==> src/rtl/fir_ctrl.sv <==
// Control sequencer for the 8-tap FIR datapath: sample handshake, shift/multiply
// strobes, registered result with backpressure, and delay-line flushing.
module fir_ctrl #(
  parameter int TAPS = 8,
  parameter int DW   = 8
) (
  input  logic                 clk,
  input  logic                 rst,
  input  logic                 in_valid,
  output logic                 in_ready,
  input  logic signed [DW-1:0] x_in,
  input  logic                 flush,
  output logic                 dp_en,
  output logic signed [DW-1:0] dp_x,
  output logic                 dp_y_mult,
  output logic                 dp_x_clr,
  output logic                 dp_y_clr,
  input  logic signed [DW-1:0] dp_y,
  output logic signed [DW-1:0] y_out,
  output logic                 out_valid,
  input  logic                 out_ready,
  output logic                 primed,
  output logic                 busy
);

  localparam int CW = (TAPS > 1) ? $clog2(TAPS) : 1;
  localparam int NW = $clog2(TAPS + 1);
  localparam logic [CW-1:0] FLUSH_LAST = CW'(TAPS - 1);
  localparam logic [NW-1:0] CNT_FULL   = NW'(TAPS);

  typedef enum logic [2:0] {FLUSH, IDLE, MULT, CAPT, HOLD} state_t;

  state_t          state, state_nxt;
  logic [CW-1:0]   flush_cnt;
  logic [NW-1:0]   smp_cnt;
  logic            flush_pend;
  logic            flush_req;
  logic            accept;

  function automatic logic [NW-1:0] sat_inc(input logic [NW-1:0] c);
    return (c == CNT_FULL) ? c : c + NW'(1);
  endfunction

  assign flush_req = flush || flush_pend;
  assign accept    = (state == IDLE) && !flush_req && in_valid;
  assign busy      = (state != IDLE);

  always_ff @(posedge clk) begin
    if (rst) begin
      state      <= FLUSH;
      flush_cnt  <= '0;
      smp_cnt    <= '0;
      flush_pend <= 1'b0;
      y_out      <= '0;
      out_valid  <= 1'b0;
      primed     <= 1'b0;
    end else begin
      state <= state_nxt;
      case (state)
        FLUSH: flush_cnt <= (flush_cnt == FLUSH_LAST) ? '0 : flush_cnt + CW'(1);
        IDLE: begin
          if (flush_req) begin
            flush_pend <= 1'b0;
            smp_cnt    <= '0;
            flush_cnt  <= '0;
          end else if (accept) begin
            smp_cnt <= sat_inc(smp_cnt);
          end
        end
        MULT: if (flush) flush_pend <= 1'b1;
        CAPT: begin
          if (flush) flush_pend <= 1'b1;
          y_out     <= dp_y;
          out_valid <= 1'b1;
          primed    <= (smp_cnt == CNT_FULL);
        end
        HOLD: begin
          if (flush) flush_pend <= 1'b1;
          if (out_ready) out_valid <= 1'b0;
        end
        default: ;
      endcase
    end
  end

  // The accepted sample is forwarded to dp combinationally so it shifts in at the accept edge.
  always_comb begin
    state_nxt = state;
    in_ready  = 1'b0;
    dp_en     = 1'b0;
    dp_x      = '0;
    dp_y_mult = 1'b0;
    dp_x_clr  = 1'b0;
    dp_y_clr  = 1'b0;
    case (state)
      FLUSH: begin
        dp_en    = 1'b1;
        dp_x_clr = 1'b1;
        dp_y_clr = (flush_cnt == '0);
        if (flush_cnt == FLUSH_LAST) state_nxt = IDLE;
      end
      IDLE: begin
        in_ready = !flush_req;
        if (flush_req) begin
          state_nxt = FLUSH;
        end else if (in_valid) begin
          dp_en     = 1'b1;
          dp_x      = x_in;
          state_nxt = MULT;
        end
      end
      MULT: begin
        dp_y_mult = 1'b1;
        state_nxt = CAPT;
      end
      CAPT: state_nxt = HOLD;
      HOLD: if (out_ready) state_nxt = IDLE;
      default: state_nxt = FLUSH;
    endcase
  end

endmodule

==> config.mk <==
export PLATFORM = sky130hd
export DESIGN_NAME = fir_ctrl
export DESIGN_NICKNAME = d
export VERILOG_FILES = /design/src/rtl/fir_ctrl.sv
export SDC_FILE = /design/constraint.sdc
export NUM_CORES = 1
export LEC_CHECK = 0
export CORE_MARGIN = 4
export CORE_UTILIZATION = 35
export DETAILED_ROUTE_END_ITERATION = 8
export GPL_TIMING_DRIVEN = 0
export HOLD_SLACK_MARGIN = 0.03
export PLACE_DENSITY_LB_ADDON = 0.3
export SYNTH_ARGS = -nofsm -noshare
export SYNTH_HDL_FRONTEND = slang
export SYNTH_SLANG_ARGS = --single-unit
export TNS_END_PERCENT = 100
==> constraint.sdc <==
create_clock -name clk -period 1.7 [get_ports clk]
set_input_delay 0.255 -clock clk [delete_from_list [all_inputs] [get_ports clk]]
set_output_delay 0.255 -clock clk [all_outputs]
set_load 0.01 [all_outputs]
==> summary.md <==
| Metric | Value |
|---|---|
| CP max stage delay | around 0.40 ns |
| Initial antenna violation count | 0 |
| Site Rows | 19 |
| Synth Instances | around 130 |
| Crit path required time | 1.44 ns |
| Total core area | 0.002853 mm2 |
| Flop pwr share | 0.584 |
| DR pass1 iterations | 4 |
| Logic gate share of total power | 0.130 |
| Worst Tran Pin Value | between 0.5 and 0.6 ns |
| Non-Filler Cell Area, Final | 0.001675 mm2 |
| CP max-delay cell | or3_4 |
| EDFF count, synth | 0 |
| CP endpoint kind | output pin |
| Asr flop ratio synth | 0 |
| Clk Latency, worst-skew pair | between 0.3 and 0.4 ns |
| Most frequent cell after synthesis | dfxtp_1 |
| Placed Instance Area | roughly 0.0016 mm2 |
| Overflow after GRT | 0 |
| Setup WS post-layout | -0.04148 ns |
| Dpl ws | -0.6472 ns |
| Final Hold Fails | 0 |
| Clock skew | 0.003602 ns |
| CTS Root Cell | clkbuf_4 |
| Top Ports | 45 |
| P_sw | roughly 210 uW |
| Hold Path Stages | 2 |
| Seq/Total Area, Yosys | 0.3880 |
| Max_cap viols | 0 |
| Number of synthesis warnings | 0 |
| FF-to-FF path depth | 6 |
| Die H | 63.64 um |
| Clock Path Buffers | 2 |
| Via/cell ratio | 5.165 |
| Residual DRC | 0 |
| Bufs and invs on worst path | 2 |
| Clk sink count | 21 |
| Endpoints failing setup | 1 |
| Internal Power | ~650 uW |
| PortBufs | 44 |
| Fin crit share | 1.024 |
| RSZ-0062 raised after global routing | true |
| Post-DP HPWL | approximately 2300 um |
| Number of DRC markers in iteration 0 | 54 |
| CTS clock-pin slew for the worst setup and hold paths | between 0.1 and 0.15 ns |
| Synth Area per Inst | just over 8 um2 |
| Crit path max fanout | 5 |
| Crit path kind | flop to output pin |
| Startpoint Class | flop |
| Non-filler cells, final | about 220 |
| Wirelength per Cell | about 14 um |
| First-pass GRT wire length | 5147 um |
| WP data arrival | roughly 1.5 ns |
| CTS tree | done |
| Flop2flop setup slack | around 0.13 ns |
| Syn_nets | around 160 |
| Vias in the first global route | 1,121 |
| Hold Slack | roughly 0.46 ns |
| Number of CTS-inserted buffers | 3 |
| Die width | about 64 um |
| Top cell type's share of synthesized area | 0.3880 |
| VDD IR max | around 0.5 mV |
| Worst path depth | 4 |
| Worst min-delay path category | flop to flop |
| Clock power share | 0.286 |
| Share of cells above drive strength 1 | 0.2781 |
| Area Overhead vs Synth | 54.62% |
| Yosys cell types | 35 |
| Ys flop type | dfxtp_1 |
| ANT nets after route | 0 |
| Largest net degree at the start of global routing | 13 |
| Failing checks | setup timing |
| DRT Wirelength | just over 3000 um |
| Antenna diode count | 0 |
| Status | finished, violations left |
| Max Transition Viols Final | 0 |
| Filler cells | 268 |
| CP cell instances | buf_6 > or3_4 > nor3b_2 > buf_2 |
| Max Freq | between 500 and 600 MHz |
| Min Tclk post-route | approximately 1.7 ns |
| All-layer global routing usage | 0.1609 |
| Pleak | roughly 0.00067 uW |
| Vias | around 1,100 |
| Final GP Congestion | 0.7836 |
| Slew Limit Headroom | 0.6563 |
| CTS HTree Levels | 1 |
| Yosys top cell by area | dfxtp_1 |
| Fin nets | between 200 and 250 |
| Synth Register Bits | 21 |
| Power Density | slightly above 500 mW/mm2 |
| Starting density of the core | 0.3798 |
| Post-synth top cells | 21 x dfxtp_1, 15 x a21oi_1, 13 x nand2_1 |
| Die area | around 0.0041 mm2 |
| Inst Count DP | about 210 |
| Top cells by area, synth | dfxtp_1 39%, a21oi_1 6.9%, ha_1 5.8% |
| Delay-heaviest family, CP | simple AND/OR/NAND/NOR gates |
| Sw Ratio | 0.2436 |
| Cell Area, Synth | 0.001084 mm2 |
[per-stage QoR]
step                utilization  power, uW  TNS [ns]
finish                   0.5873      863.2  -0.04148
global route             0.5873      912.5   -0.7666
CTS                      0.5654      878.1   -0.1690
global placement         0.5478      621.5    -7.340
floorplan                     -      554.3         0
detailed placement       0.5478      626.9    -8.215
[path summary, 6_finish.rpt]
kind / end / start
setup / recovery: dp_y_clr / state[0]
hold / removal: y_out[4] / y_out[4]
setup reg to reg: smp_cnt[3] / smp_cnt[0]
hold reg to reg: y_out[4] / y_out[4]
[registers in the layout, summed over array words and instances, names as in the netlist]
register    cells
smp_cnt         4
flush_pend      1
out_valid       1
state           3
y_out           8
flush_cnt       3
primed          1
[power groups by stage]
| stage | sequential (uW) | combinational (uW) | clock [uW] |
|---|---|---|---|
| 2_1_floorplan | 515 | 39.2 | 0 |
| 3_3_place_gp | 516 | 106 | 0 |
| 3_5_place_dp | 517 | 110 | 0 |
| 4_1_cts | 506 | 112 | 260 |
| 5_1_grt | 506 | 123 | 284 |
| 6_report | 504 | 112 | 247 |
[worst register-to-register path, delay by kind of cell, from the launching register on]
family	cells	cell delay (ns)
adders and majority gates	1	0.18
AOI/OAI and AO/OA	3	0.59
DFF	1	0.41
buffers and inverters	1	0.07
and+or+nand+nor	1	0.23
[final cells by class]
cell class | count | area (um2) | share of cell area
plain buffers | 6 | 36.28 | 0.02166
clock inverters | 1 | 5.005 | 0.002987
well taps | 31 | 38.79 | 0.02315
flip-flops and latches | 21 | 426.7 | 0.2547
multi-input cells | 96 | 638.1 | 0.3809
inverters | 8 | 30.03 | 0.01792
repair buffers | 52 | 478.0 | 0.2853
clock buffers | 3 | 22.52 | 0.01344
[cell families (layout without fill, tap and decap cells)]
logic type,after synthesis,count (layout),synth area share
AND/OR/NAND/NOR,63,63,0.3303
buffers and inverters,15,70,0.06235
flip-flops,21,21,0.3880
multiplexers,1,1,0.01039
AO/OA/AOI/OAI,27,27,0.1513
adder cells (fa/ha/maj),5,5,0.05774
[per-layer routing]
metal / wire length (um) / GRT usage / part of all wire / vias to the layer above
met1: 1345 / 0.1837 / 0.44 / 516
met2: 1507 / 0.2803 / 0.49 / 37
met3: 152 / 0.03908 / 0.049 / 6
met5: 0 / 0 / 0 / -
li1: - / - / - / 567
met4: 69 / 0.07278 / 0.022 / 0
[layout by cell type, fill, tap and decap left out, types with 2 or more instances in the layout]
| cell type | n |
|---|---|
| a21oi_1 | 15 |
| and2_1 | 3 |
| clkbuf_4 | 4 |
| a22oi_1 | 2 |
| a31oi_1 | 2 |
| o21ai_0 | 2 |
| clkbuf_2 | 2 |
| nor2_1 | 9 |
| a211o_1 | 2 |
| dfxtp_1 | 18 |
| nand2_1 | 12 |
| dfxtp_2 | 2 |
| and2_4 | 6 |
| nor2b_1 | 2 |
| inv_1 | 6 |
| buf_4 | 7 |
| ha_1 | 5 |
| nor3_1 | 4 |
| buf_2 | 7 |
| clkbuf_1 | 2 |
| clkdlybuf4s50_1 | 30 |
| inv_2 | 2 |
| nor3_2 | 2 |
| nand3_1 | 12 |
| buf_6 | 9 |
[what timing repair did]
item | 4_1_cts | 5_1_grt
buffers inserted | 6 | 2
hold buffers | 0 | 0
gates resized for setup | 61 | 24
pin swaps | 5 | 11
endpoints found under the setup margin | 14 | 14
Power figures use the tool's default switching activity.
